--- src/rtl/hcpu_pkg.sv ---
// hcpu shared definitions: opcodes, SYS sub-codes and FSM states.
package hcpu_pkg;

  localparam logic [2:0] OP_ADD = 3'b000;
  localparam logic [2:0] OP_SUB = 3'b001;
  localparam logic [2:0] OP_AND = 3'b010;
  localparam logic [2:0] OP_XOR = 3'b011;
  localparam logic [2:0] OP_MOV = 3'b100;
  localparam logic [2:0] OP_BRC = 3'b101;
  localparam logic [2:0] OP_BRB = 3'b110;
  localparam logic [2:0] OP_SYS = 3'b111;

  localparam int SYS_JMP = 0;
  localparam int SYS_TGL = 1;
  localparam int SYS_HLT = 2;

  typedef enum logic [1:0] {
    S_FETCH,
    S_EXEC,
    S_HALT
  } state_e;

endpackage

--- src/rtl/hcpu_alu.sv ---
// hcpu combinational ALU: result, flags and register write enable.
module hcpu_alu
  import hcpu_pkg::*;
#(
  parameter int DATA_W = 8
) (
  input  logic [2:0]        op,
  input  logic [DATA_W-1:0] a,
  input  logic [DATA_W-1:0] b,
  output logic [DATA_W-1:0] result,
  output logic              carry_out,
  output logic              borrow_out,
  output logic              write_en
);

  logic [DATA_W:0] sum;

  always_comb begin
    sum        = {1'b0, a} + {1'b0, b};
    result     = '0;
    write_en   = 1'b0;
    carry_out  = sum[DATA_W];
    borrow_out = (a < b);
    unique case (op)
      OP_ADD: begin
        result   = sum[DATA_W-1:0];
        write_en = 1'b1;
      end
      OP_SUB: begin
        result   = a - b;
        write_en = 1'b1;
      end
      OP_AND: begin
        result   = a & b;
        write_en = 1'b1;
      end
      OP_XOR: begin
        result   = a ^ b;
        write_en = 1'b1;
      end
      OP_MOV: begin
        result   = b;
        write_en = 1'b1;
      end
      default: ;
    endcase
  end

endmodule

--- src/rtl/hcpu_core.sv ---
// hcpu core: fetch/exec/halt FSM, register file, pc and flags.
module hcpu_core
  import hcpu_pkg::*;
#(
  parameter int DATA_W  = 8,
  parameter int RADDR_W = 2,
  parameter int PC_W    = 8
) (
  input  logic                   clk,
  input  logic                   rst,
  input  logic [3+2*RADDR_W-1:0] instr,
  input  logic                   instr_valid,
  output logic                   instr_ready,
  output logic [PC_W-1:0]        pc,
  output logic [DATA_W-1:0]      out_data,
  output logic                   carry,
  output logic                   borrow,
  output logic                   halted
);

  localparam int NREGS = 2**RADDR_W;
  localparam int IW    = 3 + 2*RADDR_W;

  state_e              state_q, state_d;
  logic [IW-1:0]       instr_q, instr_d;
  logic [PC_W-1:0]     pc_q, pc_d;
  logic                carry_q, carry_d;
  logic                borrow_q, borrow_d;
  logic                out_sel_q, out_sel_d;
  logic [DATA_W-1:0]   regs_q [NREGS];

  logic [2:0]          op;
  logic [RADDR_W-1:0]  rd, rs;
  logic [DATA_W-1:0]   alu_res;
  logic                alu_c, alu_b, alu_we;
  logic                rf_we;
  logic [PC_W-1:0]     pc_inc, br_tgt;

  assign op = instr_q[IW-1 -: 3];
  assign rd = instr_q[2*RADDR_W-1 -: RADDR_W];
  assign rs = instr_q[RADDR_W-1:0];

  assign pc_inc = pc_q + PC_W'(1);
  assign br_tgt = pc_q + PC_W'(regs_q[NREGS-1]);

  hcpu_alu #(.DATA_W(DATA_W)) u_alu (
    .op         (op),
    .a          (regs_q[rd]),
    .b          (regs_q[rs]),
    .result     (alu_res),
    .carry_out  (alu_c),
    .borrow_out (alu_b),
    .write_en   (alu_we)
  );

  always_comb begin
    state_d   = state_q;
    instr_d   = instr_q;
    pc_d      = pc_q;
    carry_d   = carry_q;
    borrow_d  = borrow_q;
    out_sel_d = out_sel_q;
    rf_we     = 1'b0;
    unique case (state_q)
      S_FETCH: begin
        if (instr_valid) begin
          instr_d = instr;
          state_d = S_EXEC;
        end
      end
      S_EXEC: begin
        state_d = S_FETCH;
        pc_d    = pc_inc;
        rf_we   = alu_we;
        if (op == OP_ADD) carry_d = alu_c;
        if (op == OP_SUB) borrow_d = alu_b;
        if (op == OP_BRC && carry_q) pc_d = br_tgt;
        if (op == OP_BRB && borrow_q) pc_d = br_tgt;
        if (op == OP_SYS) begin
          if (rs == RADDR_W'(SYS_JMP)) begin
            pc_d = br_tgt;
          end else if (rs == RADDR_W'(SYS_TGL)) begin
            out_sel_d = ~out_sel_q;
          end else if (rs == RADDR_W'(SYS_HLT)) begin
            pc_d    = pc_q;
            state_d = S_HALT;
          end
        end
      end
      S_HALT: ;
      default: state_d = S_FETCH;
    endcase
  end

  // R[i]=i after reset gives the program known constants to start from
  always_ff @(posedge clk) begin
    if (rst) begin
      state_q   <= S_FETCH;
      instr_q   <= '0;
      pc_q      <= '0;
      carry_q   <= 1'b0;
      borrow_q  <= 1'b0;
      out_sel_q <= 1'b0;
      for (int i = 0; i < NREGS; i++) begin
        regs_q[i] <= DATA_W'(i);
      end
    end else begin
      state_q   <= state_d;
      instr_q   <= instr_d;
      pc_q      <= pc_d;
      carry_q   <= carry_d;
      borrow_q  <= borrow_d;
      out_sel_q <= out_sel_d;
      if (rf_we) regs_q[rd] <= alu_res;
    end
  end

  assign instr_ready = (state_q == S_FETCH);
  assign halted      = (state_q == S_HALT);
  assign pc          = pc_q;
  assign carry       = carry_q;
  assign borrow      = borrow_q;
  assign out_data    = out_sel_q ? regs_q[NREGS-1] : DATA_W'(pc_q);

endmodule
--- config.mk ---
export PLATFORM = sky130hd
export DESIGN_NAME = hcpu_core
export DESIGN_NICKNAME = d
export VERILOG_FILES = /design/src/rtl/hcpu_pkg.sv /design/src/rtl/hcpu_alu.sv /design/src/rtl/hcpu_core.sv
export SDC_FILE = /design/constraint.sdc
export NUM_CORES = 1
export LEC_CHECK = 0
export ABC_AREA = 1
export CAP_MARGIN = 20
export CORE_ASPECT_RATIO = 1.4
export CORE_MARGIN = 3
export CORE_UTILIZATION = 50
export CTS_CLUSTER_SIZE = 8
export DETAILED_ROUTE_END_ITERATION = 10
export GPL_TIMING_DRIVEN = 1
export PLACE_DENSITY = 0.75
export SYNTH_ARGS = -nofsm -noshare
export SYNTH_HDL_FRONTEND = slang
export SYNTH_SLANG_ARGS = --single-unit
--- constraint.sdc ---
create_clock -name clk -period 3.6 [get_ports clk]
set_clock_uncertainty 0.2 [all_clocks]
set_input_delay 1.08 -clock clk [delete_from_list [all_inputs] [get_ports clk]]
set_output_delay 1.08 -clock clk [all_outputs]
set_load 0.02 [all_outputs]
Word level (Yosys, flattened, before mapping) --
Memory sizes are Yosys's and may differ from the RTL's. A register that Yosys moved wholly into a read port is not among the register bits. Cells that the tools add are included.
Cells by class: reduce and logical (&&, ||, !) cells 13, mux-type cells 28, bitwise operators 5, eq/ne operators 13, order comparisons 1, add/subtract/negate cells 4
Operators by type and width (count):
- 8-bit 2-to-1 mux | 8
- 8-bit one-hot mux with 5 select lines | 1
- 2-bit 2-to-1 mux | 10
- 3-bit equality test (second input constant) | 4
- 2-bit AND reduction | 5
- 8-bit by 8-bit adder with 9-bit output | 1
- 8-bit by 1-bit adder with 8-bit output (second input constant) | 1
- 8-bit adder | 1
- 8-bit bitwise AND | 1
- 8-bit less-than comparator | 1
- 1-bit 2-to-1 mux | 8
- 8-bit OR reduction | 1
- 8-bit subtractor | 1
- 8-bit XOR | 1
- 3-bit by 2-bit equality test with 1-bit output (second input constant) | 2
- 2-bit one-hot mux with 3 select lines | 1
- 5-bit OR reduction | 1
- 2-bit by 1-bit equality test with 1-bit output (second input constant) | 2
- 2-bit equality test (second input constant) | 2
- 2-bit logical NOT | 2
- 4-bit != test (second input constant) | 1
- 4-bit AND reduction | 1
- 3-bit by 1-bit equality test with 1-bit output (second input constant) | 1
- 3-bit logical NOT | 1
- 3 further kinds | 6
Word-level totals: bits in writable memories 32, register bits 20, memories 1
Memories:
- regs_q | depth 4, bits a word 8, rd ports 3, clocked after memory_dff 2, write ports 4, RTL line hcpu_core.sv:30 | logic [DATA_W-1:0] regs_q [NREGS];

Depth between registers and ports, before layout --
Gate-level depths: netlist of run 1.
depth after elaboration 9, gate-level depth with buffers 17, depth with buffers taken out 15

By module --
Synthesis of run 1 repeated with hierarchy kept, for this count alone.
Second synthesis, totals: cell total of the unflattened synthesis 597, area, all modules 4209.0 µm²
By module, submodules not included:
- hcpu_core | area an instance 3181.8 µm², cells each 411, instances 1
- hcpu_alu | area an instance 1027.2 µm², cells each 186, instances 1

Worst setup path after synthesis of run 1 --
Ideal clock, no wire load.
path kind register to register, from register (tool-made name), to memory regs_q[0][6] (data pin), cell stages (with the launch flop) 16, arrival time 2.233 ns, buffers on the path 2, library setup time 0.259 ns, slack 0.908 ns, path through dfxtp_1 buf_2 buf_2 o21ai_0 o22ai_1 ha_1 inv_1 fa_1 inv_1 nand4_1 nand3_1 nand2_1 nand2_1 nor2_1 nor2_1 nor2_1
RTL lines (RTL line):
- to (decl) | hcpu_core.sv:30

==> flow_summary.yaml, run 1 <==
outcome:
  status: "finished, final reports clean"
power_and_ir_drop:
  switchingPower_uw: 722
  p_int_uw: 1190
  leakagePower_uw: 0.00225
  pwr-share-seq: 0.392
  powerDensity_nw_per_um2: 399
  clkPwrFrac: 0.256
  combPwrFrac: 0.352
  switching_share: 0.378
  vdd_drop_max_mv: 0.211
clocking:
  clk_latency_ns: 0.30
  tritoncts: "done"
  cts.sinks: 56
  cts-root-buf: "clkbuf_16"
  cts_made_buffers: 5
  cts_setup_buffers: 0
  clock_path_buffers: 2
  ctsResizeCount: 0
  h-tree-depth: 2
  ctsHoldBuffers: 0
  clkTransAtPathRegs_ns: 0.07
timing:
  slew_viol_final: 0
  rsz0062_at_grt: "false"
  tightest_slew_ns: 0.644
  fin_hold_ws_ns: 0.304
  max_freq_ghz: 0.315
  finalHoldViolations: 0
  finalCritPeriodShare: 0.882
  timing.slew.headroom: 0.569
  finalCriticalPeriod_ns: 3.18
  setup_viol: 0
  tns_ns: 0
grt:
  grt_pass1_wl_mm: 20.7
  use_met1: 0.293
  groute.usage.overall: 0.273
  met2_usage: 0.504
  antenna_found_initial: 0
  grt_max_degree: 18
  grt.busiest_layer: "met2"
  overflow: 0
  use_met3: 0.0265
  grt_pass1_vias: 4221
placed_design:
  place_congestion: 1.02
  port_buffers: 29
  dp.cells: 753
  dp_hpwl_mm: 10.3
setup_path:
  worstSetupStartpointType: "flip-flop"
  crit_family: "simple AND/OR/NAND/NOR gates"
  cp_max_fo: 16
  critPathSlowestCell: "dfxtp_1"
  crit_type: "reg -> reg"
  worstSetupEndpoint: "regs_q[0][6]"
  path_depth: 14
  timing.critical_path.arrival_ns: 3.02
  crit_required_ns: 3.44
  crit_path_end_kind: "flip-flop"
  crit_buf_inv: 3
  max_stage_delay_ns: 0.41
  r2r_cells: 14
  worstPathCellList: "inv_2 > o21ai_0 > o22ai_1 > ha_1 > inv_1 > fa_1 > inv_1 > nand4_1 > nand3_1 > nand2_1 > nand2_1 > nor2_1 > nor2_1 > nor2_1"
  path_common_cell: "nor2_1"
  rrSetupSlack_ns: 0.42
  r2r-end: "regs_q[0][6]"
synthesis:
  synth.net_count: 666
  synth_enable_flop_cells: 32
  yosys-top-cells-area: "edfxtp_1 23%, nand2_1 17%, dfxtp_1 11%"
  netlist_area_sq_um: 4240
  yosysMostFrequentCell: "nand2_1"
  synth_ff_type: "edfxtp_1"
  yosys.area.top_type: "edfxtp_1"
  synth_cells: 629
  avgSynthCellArea_sq_um: 6.74
  ys_seq_area_frac: 0.340
  yosys_register_bits: 56
  synth-warning-count: 0
  yosys.area.top_type_share: 0.227
  async_flop_share: 0
  ys_types: 36
  ys_top_cells_by_count: "192 x nand2_1, 94 x inv_1, 58 x nor2_1"
layout:
  antenna_cells: 0
  final_nets: 696
  area_growth_pct: 12.9
  drive_gt1_frac: 0.0470
  finalNonFillerCells: 762
die:
  ios: 30
  fp.dieH_um: 115
  start_util: 0.517
  die-area_sq_um: 9630
  rows: 39
  die_w_um: 83.8
  fp.coreArea_sq_um: 8200
detailed_routing:
  post_drt_wl_per_cell_um: 16.9
  antenna_left: 0
  via_per_inst: 5.66
  dr.pass1.iters: 6
  totalWireLength_mm: 12.8
  drc: 0
  first_iter_violations: 298
  num_vias: 4312
hold_path:
  hp-class: "reg -> reg"
  worstHoldPathCells: 2
job:
  cap_violations: 0
-- cell families (layout without fill, tap and decap cells) --
logic type               after synthesis  after routing  synth area share
AO/OA/AOI/OAI                         98             98             0.127
flip-flops                            56             56             0.340
buffers and inverters                113            144             0.104
adder cells (fa/ha/maj)               27             27            0.0851
XOR/XNOR                               4              4           0.00827
AND/OR/NAND/NOR                      331            331             0.335
-- state kept, by name, indices dropped and copies added, names as in the netlist, named ones only --
name	cells
borrow	1
pc	8
regs_q	32
state_q	2
instr_q	7
out_sel_q	1
carry	1
-- layout by cell type (no fill, tap or decap), types with 3 or more instances in the layout --
| master | netlist | routed |
|---|---|---|
| nor2_1 | 58 | 58 |
| nor2_2 | 3 | 3 |
| edfxtp_1 | 32 | 32 |
| inv_2 | 5 | 5 |
| o21ai_0 | 42 | 42 |
| dfxtp_1 | 24 | 24 |
| o22ai_1 | 7 | 7 |
| xnor2_1 | 3 | 3 |
| clkdlybuf4s50_1 | 0 | 29 |
| fa_1 | 3 | 3 |
| buf_4 | 1 | 7 |
| a21oi_1 | 37 | 37 |
| ha_1 | 24 | 24 |
| nand4_1 | 15 | 15 |
| clkbuf_16 | 0 | 5 |
| nand2_1 | 192 | 192 |
| nand3_1 | 52 | 52 |
| o21a_1 | 3 | 3 |
| inv_1 | 94 | 94 |
-- worst reg2reg max path, delay by kind of cell (launching register included) --
kind | cells | cell delay, ns
buffers and inverters | 3 | 0.44
adder cells (fa/ha/maj) | 2 | 0.65
AND/OR/NAND/NOR | 7 | 0.81
AO/OA/AOI/OAI | 2 | 0.41
flip-flops | 1 | 0.41
-- power groups by stage --
stage	Combinational [uW]	Sequential, uW	Clock, uW
2_1_floorplan	460	750	0
3_3_place_gp	651	763	0
3_5_place_dp	660	763	0
4_1_cts	663	749	491
5_1_grt	751	753	517
6_report	673	750	489
-- layout make-up --
cell class,instances,area (sq um)
timing repair buffer,37,348
tap,102,128
clock inverter,3,17.5
inverter,99,372
multi-input combinational,460,2350
sequential,56,1440
fill,794,3410
clock buffer,5,125
-- metrics by stage --
stage / total power (uW) / utilization / setup slack (ns) / cell area (sq um)
3_3_place_gp: 1410 / 0.566 / 0.556 / 4640
3_5_place_dp: 1420 / 0.566 / 0.440 / 4640
4_1_cts: 1900 / 0.583 / 0.435 / 4780
6_report: 1910 / 0.584 / 0.425 / 4780
5_1_grt: 2020 / 0.584 / 0.160 / 4780
2_1_floorplan: 1210 / - / 0.908 / 4240
-- how the worst min path moves through the flow --
stage	startpoint	end	slack (ns)
6_report	borrow	borrow	0.30
5_1_grt	borrow	borrow	0.34
4_1_cts	borrow	borrow	0.30
3_5_place_dp	borrow	borrow	0.29
3_3_place_gp	borrow	borrow	0.29
2_1_floorplan	instr_q[1]	flip-flop	0.28
-- routing by layer --
layer	up-vias	routed length, um
li1	2094	-
met1	1982	4770
met2	174	6660
met3	62	537
met4	0	880
met5	-	0
No activity file was read; power rests on OpenSTA's default activity.
==> run 2: changes to the inputs <==
Settings changed: GPL_ROUTABILITY_DRIVEN set to 0.
==> run 2 against run 1 <==
  * Fmax fell by 2.6%
  * Worst hold slack got worse by 0.011 ns
  * First-iteration DRC count rose by 27%
  * Combinational power fell by 0.7%
  * Via count fell by 0.58%
  * Global-route usage fell by 0.95 points
==> flow_summary.yaml, run 2 (synthesized netlist as in run 1, its figures left out) <==
die:
  die-area_sq_um: 9630
  fp.coreArea_sq_um: 8200
  fp.dieH_um: 115
  die_w_um: 83.8
  ios: 30
  start_util: 0.517
  rows: 39
clocking:
  clk_latency_ns: 0.29
  ctsResizeCount: 0
  clkTransAtPathRegs_ns: 0.07
  tritoncts: "done"
  cts_setup_buffers: 0
  cts-root-buf: "clkbuf_16"
  cts_made_buffers: 5
  h-tree-depth: 2
  clock_path_buffers: 2
  cts.sinks: 56
  ctsHoldBuffers: 0
timing:
  finalCriticalPeriod_ns: 3.26
  tns_ns: 0
  fin_ws_ns: 0.340
  max_freq_ghz: 0.307
  setup_viol: 0
  finalHoldViolations: 0
  rsz0062_at_grt: "false"
  slew_viol_final: 0
  timing.slew.headroom: 0.567
  finalCritPeriodShare: 0.906
  tightest_slew_ns: 0.645
power_and_ir_drop:
  leakagePower_uw: 0.00225
  clkPwrFrac: 0.251
  combPwrFrac: 0.353
  switching_share: 0.372
  vdd_drop_max_mv: 0.233
  pwr-share-seq: 0.396
  p_int_uw: 1190
  powerDensity_nw_per_um2: 396
  switchingPower_uw: 704
setup_path:
  worstSetupStartpointType: "flip-flop"
  crit_required_ns: 3.45
  crit_type: "reg -> reg"
  critPathSlowestCell: "dfxtp_1"
  max_stage_delay_ns: 0.49
  crit_path_end_kind: "flip-flop"
  crit_family: "adder cells"
  timing.critical_path.arrival_ns: 3.11
  worstPathCellList: "inv_2 > o21ai_0 > o22ai_1 > ha_1 > inv_1 > fa_1 > inv_1 > nand2_1 > nand2_1 > nor2_1 > a31oi_1 > nand4_1 > nand2_1 > inv_1"
  crit_buf_inv: 4
  cp_max_fo: 17
layout:
  area_growth_pct: 12.8
  layout_common_cells: "192 x nand2_1, 94 x inv_1, 58 x nor2_1"
  stdcell_area_sq_um: 4780
  antenna_cells: 0
  fin_util: 0.583
  largest_reg_flops: 32
  final_nets: 695
  drive_gt1_frac: 0.0455
  finalNonFillerCells: 761
  layout_commonest_cell: "nand2_1"
  top_register: "regs_q"
grt:
  antenna_found_initial: 0
  groute.usage.overall: 0.264
  grt_max_degree: 18
  overflow: 0
  grt_pass1_wl_mm: 20.1
  grt_pass1_vias: 4039
detailed_routing:
  drc: 0
  post_drt_wl_per_cell_um: 16.4
  dr.pass1.iters: 5
  via_per_inst: 5.63
  num_vias: 4287
  totalWireLength_mm: 12.5
  antenna_left: 0
  first_iter_violations: 378
placed_design:
  place_ws_ns: 0.338
  port_buffers: 29
  place_area_sq_um: 4640
  dp_hpwl_mm: 9.98
  dp.cells: 753
job:
  cap_violations: 0
hold_path:
  hp-class: "reg -> reg"
outcome:
  status: "finished, final reports clean"
==> run 2: cell types whose count changed in the layout (fill, tap and decap cells not counted), sizes merged <==
cell      before  now
buf            8    7
clkinvlp       1    0
clkbuf         5    6
==> run 2: final cells by class <==
class	instances	area, sq um
clock buffer	6	129
clock inverter	2	11.3
fill	787	3420
inverter	99	372
multi-input combinational	460	2350
sequential	56	1440
tap	102	128
timing repair buffer	36	343
==> run 2: worst paths after layout <==
kind                                start            to  slack [ns]  cells after the start
worst max-delay path            flip-flop  regs_q[3][2]        0.34                     14
worst min-delay path               borrow        borrow        0.29                      2
worst max register to register  flip-flop  regs_q[3][2]        0.34                     14
worst min register to register     borrow        borrow        0.29                      2
==> run 2: tightest hold or removal path, cell delays in order (launching register included) <==
cell and delay, ns:
dfxtp_1 0.32, o21ai_0 0.07, a21oi_1 0.06
==> run 2: power by group through the flow <==
stage                     clock network, uW  logic [uW]  registers (uW)
after floorplan                           0         460             750
after global placement                    0         640             762
after detailed placement                  0         651             763
after CTS                               480         654             749
after global routing                    504         744             753
final                                   475         668             750
==> run 2: routing by layer <==
layer / share of wire / track usage
met4: 0.077 / 0.185
met3: 0.053 / 0.0337
met1: 0.37 / 0.289
met2: 0.50 / 0.472
met5: 0 / 0
==> run 2: metrics by stage <==
stage	total power, uW	hold WS, ns
after floorplan	1210	0.276
after global placement	1400	0.288
after detailed placement	1410	0.287
after CTS	1880	0.296
after global routing	2000	0.313
final	1890	0.293
==> run 3: changes to the inputs <==
Settings changed: MAX_ROUTING_LAYER set to met4.
==> run 3 against run 2 <==
  * Power up 0.29%
  * Largest cell class unchanged
  * Highest routed layer unchanged
  * Utilization unchanged
  * Register-to-register slack better by 0.03 ns
  * Critical path type unchanged
  * Routed wire length up 0.64%
  * Sequential power about the same
  * Critical path depth unchanged
  * Critical endpoint unchanged
  * Sequential share of layout area unchanged
==> flow_summary.yaml, run 3 (synthesized netlist as in run 1, its figures left out) <==
detailed_routing:
  via_per_inst: 5.67
  first_iter_violations: 376
  antenna_left: 0
  post_drt_wl_per_cell_um: 16.5
  num_vias: 4313
  totalWireLength_mm: 12.6
  drc: 0
  dr.pass1.iters: 5
timing:
  max_freq_ghz: 0.309
  tightest_slew_ns: 0.675
  finalHoldViolations: 0
  finalCriticalPeriod_ns: 3.23
  tns_ns: 0
  fin_hold_ws_ns: 0.292
  finalCritPeriodShare: 0.898
  rsz0062_at_grt: "false"
  timing.slew.headroom: 0.548
  setup_viol: 0
  slew_viol_final: 0
die:
  rows: 39
  die-area_sq_um: 9630
  fp.coreArea_sq_um: 8200
  fp.dieH_um: 115
  start_util: 0.517
  die_w_um: 83.8
  ios: 30
setup_path:
  worstSetupStartpointType: "flip-flop"
  crit_buf_inv: 4
  worstSetupEndpoint: "regs_q[3][2]"
  critPathSlowestCell: "dfxtp_1"
  path_depth: 14
  crit_type: "reg -> reg"
  crit_required_ns: 3.46
  worstPathCellList: "inv_2 > o21ai_0 > o22ai_1 > ha_1 > inv_1 > fa_1 > inv_1 > nand2_1 > nand2_1 > nor2_1 > a31oi_1 > nand4_1 > nand2_1 > inv_1"
  crit_path_end_kind: "flip-flop"
  timing.critical_path.arrival_ns: 3.09
  cp_max_fo: 17
  crit_family: "adder cells"
  rrSetupSlack_ns: 0.37
  r2r_cells: 14
  max_stage_delay_ns: 0.49
  r2r-end: "regs_q[3][2]"
hold_path:
  worstHoldStart: "borrow"
  hp-class: "reg -> reg"
layout:
  finalNonFillerCells: 761
  drive_gt1_frac: 0.0455
  largest_reg_flops: 32
  antenna_cells: 0
  layout_common_cells: "192 x nand2_1, 94 x inv_1, 58 x nor2_1"
  top_register: "regs_q"
  layout_commonest_cell: "nand2_1"
  final_nets: 695
  area_growth_pct: 12.8
grt:
  grt_pass1_vias: 4051
  grt_max_degree: 18
  antenna_found_initial: 0
  groute.usage.overall: 0.273
  grt_pass1_wl_mm: 20.2
  overflow: 0
clocking:
  cts.sinks: 56
  cts_made_buffers: 5
  ctsHoldBuffers: 0
  cts-root-buf: "clkbuf_16"
  clk_latency_ns: 0.30
  ctsResizeCount: 0
  clkTransAtPathRegs_ns: 0.07
  clock_path_buffers: 2
  tritoncts: "done"
  cts_setup_buffers: 0
  h-tree-depth: 2
power_and_ir_drop:
  switchingPower_uw: 709
  combPwrFrac: 0.352
  switching_share: 0.374
  powerDensity_nw_per_um2: 397
  leakagePower_uw: 0.00225
  p_int_uw: 1190
  clkPwrFrac: 0.253
  pwr-share-seq: 0.395
  vdd_drop_max_mv: 0.235
outcome:
  status: "finished, final reports clean"
placed_design:
  dp.cells: 753
  dp_hpwl_mm: 9.98
  port_buffers: 29
job:
  cap_violations: 0
run 3: layer usage:
metal  up-vias  share of wire  GRT usage
met5         -              0          -
met4         0          0.071      0.183
met3        59          0.057     0.0351
met2       204           0.51      0.475
met1      1959           0.36      0.289
li1       2091              -          -
run 3: tightest hold or removal path: stages (launching register included):
cell and delay, ns:
dfxtp_1 0.32, o21ai_0 0.07, a21oi_1 0.06
run 3: stage by stage:
stage / power [uW] / worst slack (ns) / cell area, sq um / util
3_5_place_dp: 1410 / 0.338 / 4640 / 0.566
3_3_place_gp: 1400 / 0.349 / 4640 / 0.566
5_1_grt: 2000 / 0.0868 / 4780 / 0.583
2_1_floorplan: 1210 / 0.908 / 4240 / -
6_report: 1900 / 0.369 / 4780 / 0.583
4_1_cts: 1880 / 0.396 / 4780 / 0.583
run 3: how the worst min path moves through the flow:
stage,to,slack [ns],cells past startpoint
floorplan,flip-flop,0.28,2
global placement,borrow,0.29,2
detailed placement,borrow,0.29,2
CTS,borrow,0.30,2
global route,borrow,0.31,2
finish,borrow,0.29,2
run 3: cell type report:
cell class | instances | area (sq um)
Clock buffer | 6 | 129
Clock inverter | 2 | 11.3
Fill cell | 787 | 3420
Inverter | 99 | 372
Multi-Input combinational cell | 460 | 2350
Sequential cell | 56 | 1440
Tap cell | 102 | 128
Timing Repair Buffer | 36 | 343
run 3: power groups by stage:
stage	clock network, uW	registers, uW	logic [uW]
2_1_floorplan	0	750	460
3_3_place_gp	0	762	640
3_5_place_dp	0	763	651
4_1_cts	480	749	654
5_1_grt	503	753	744
6_report	480	750	669
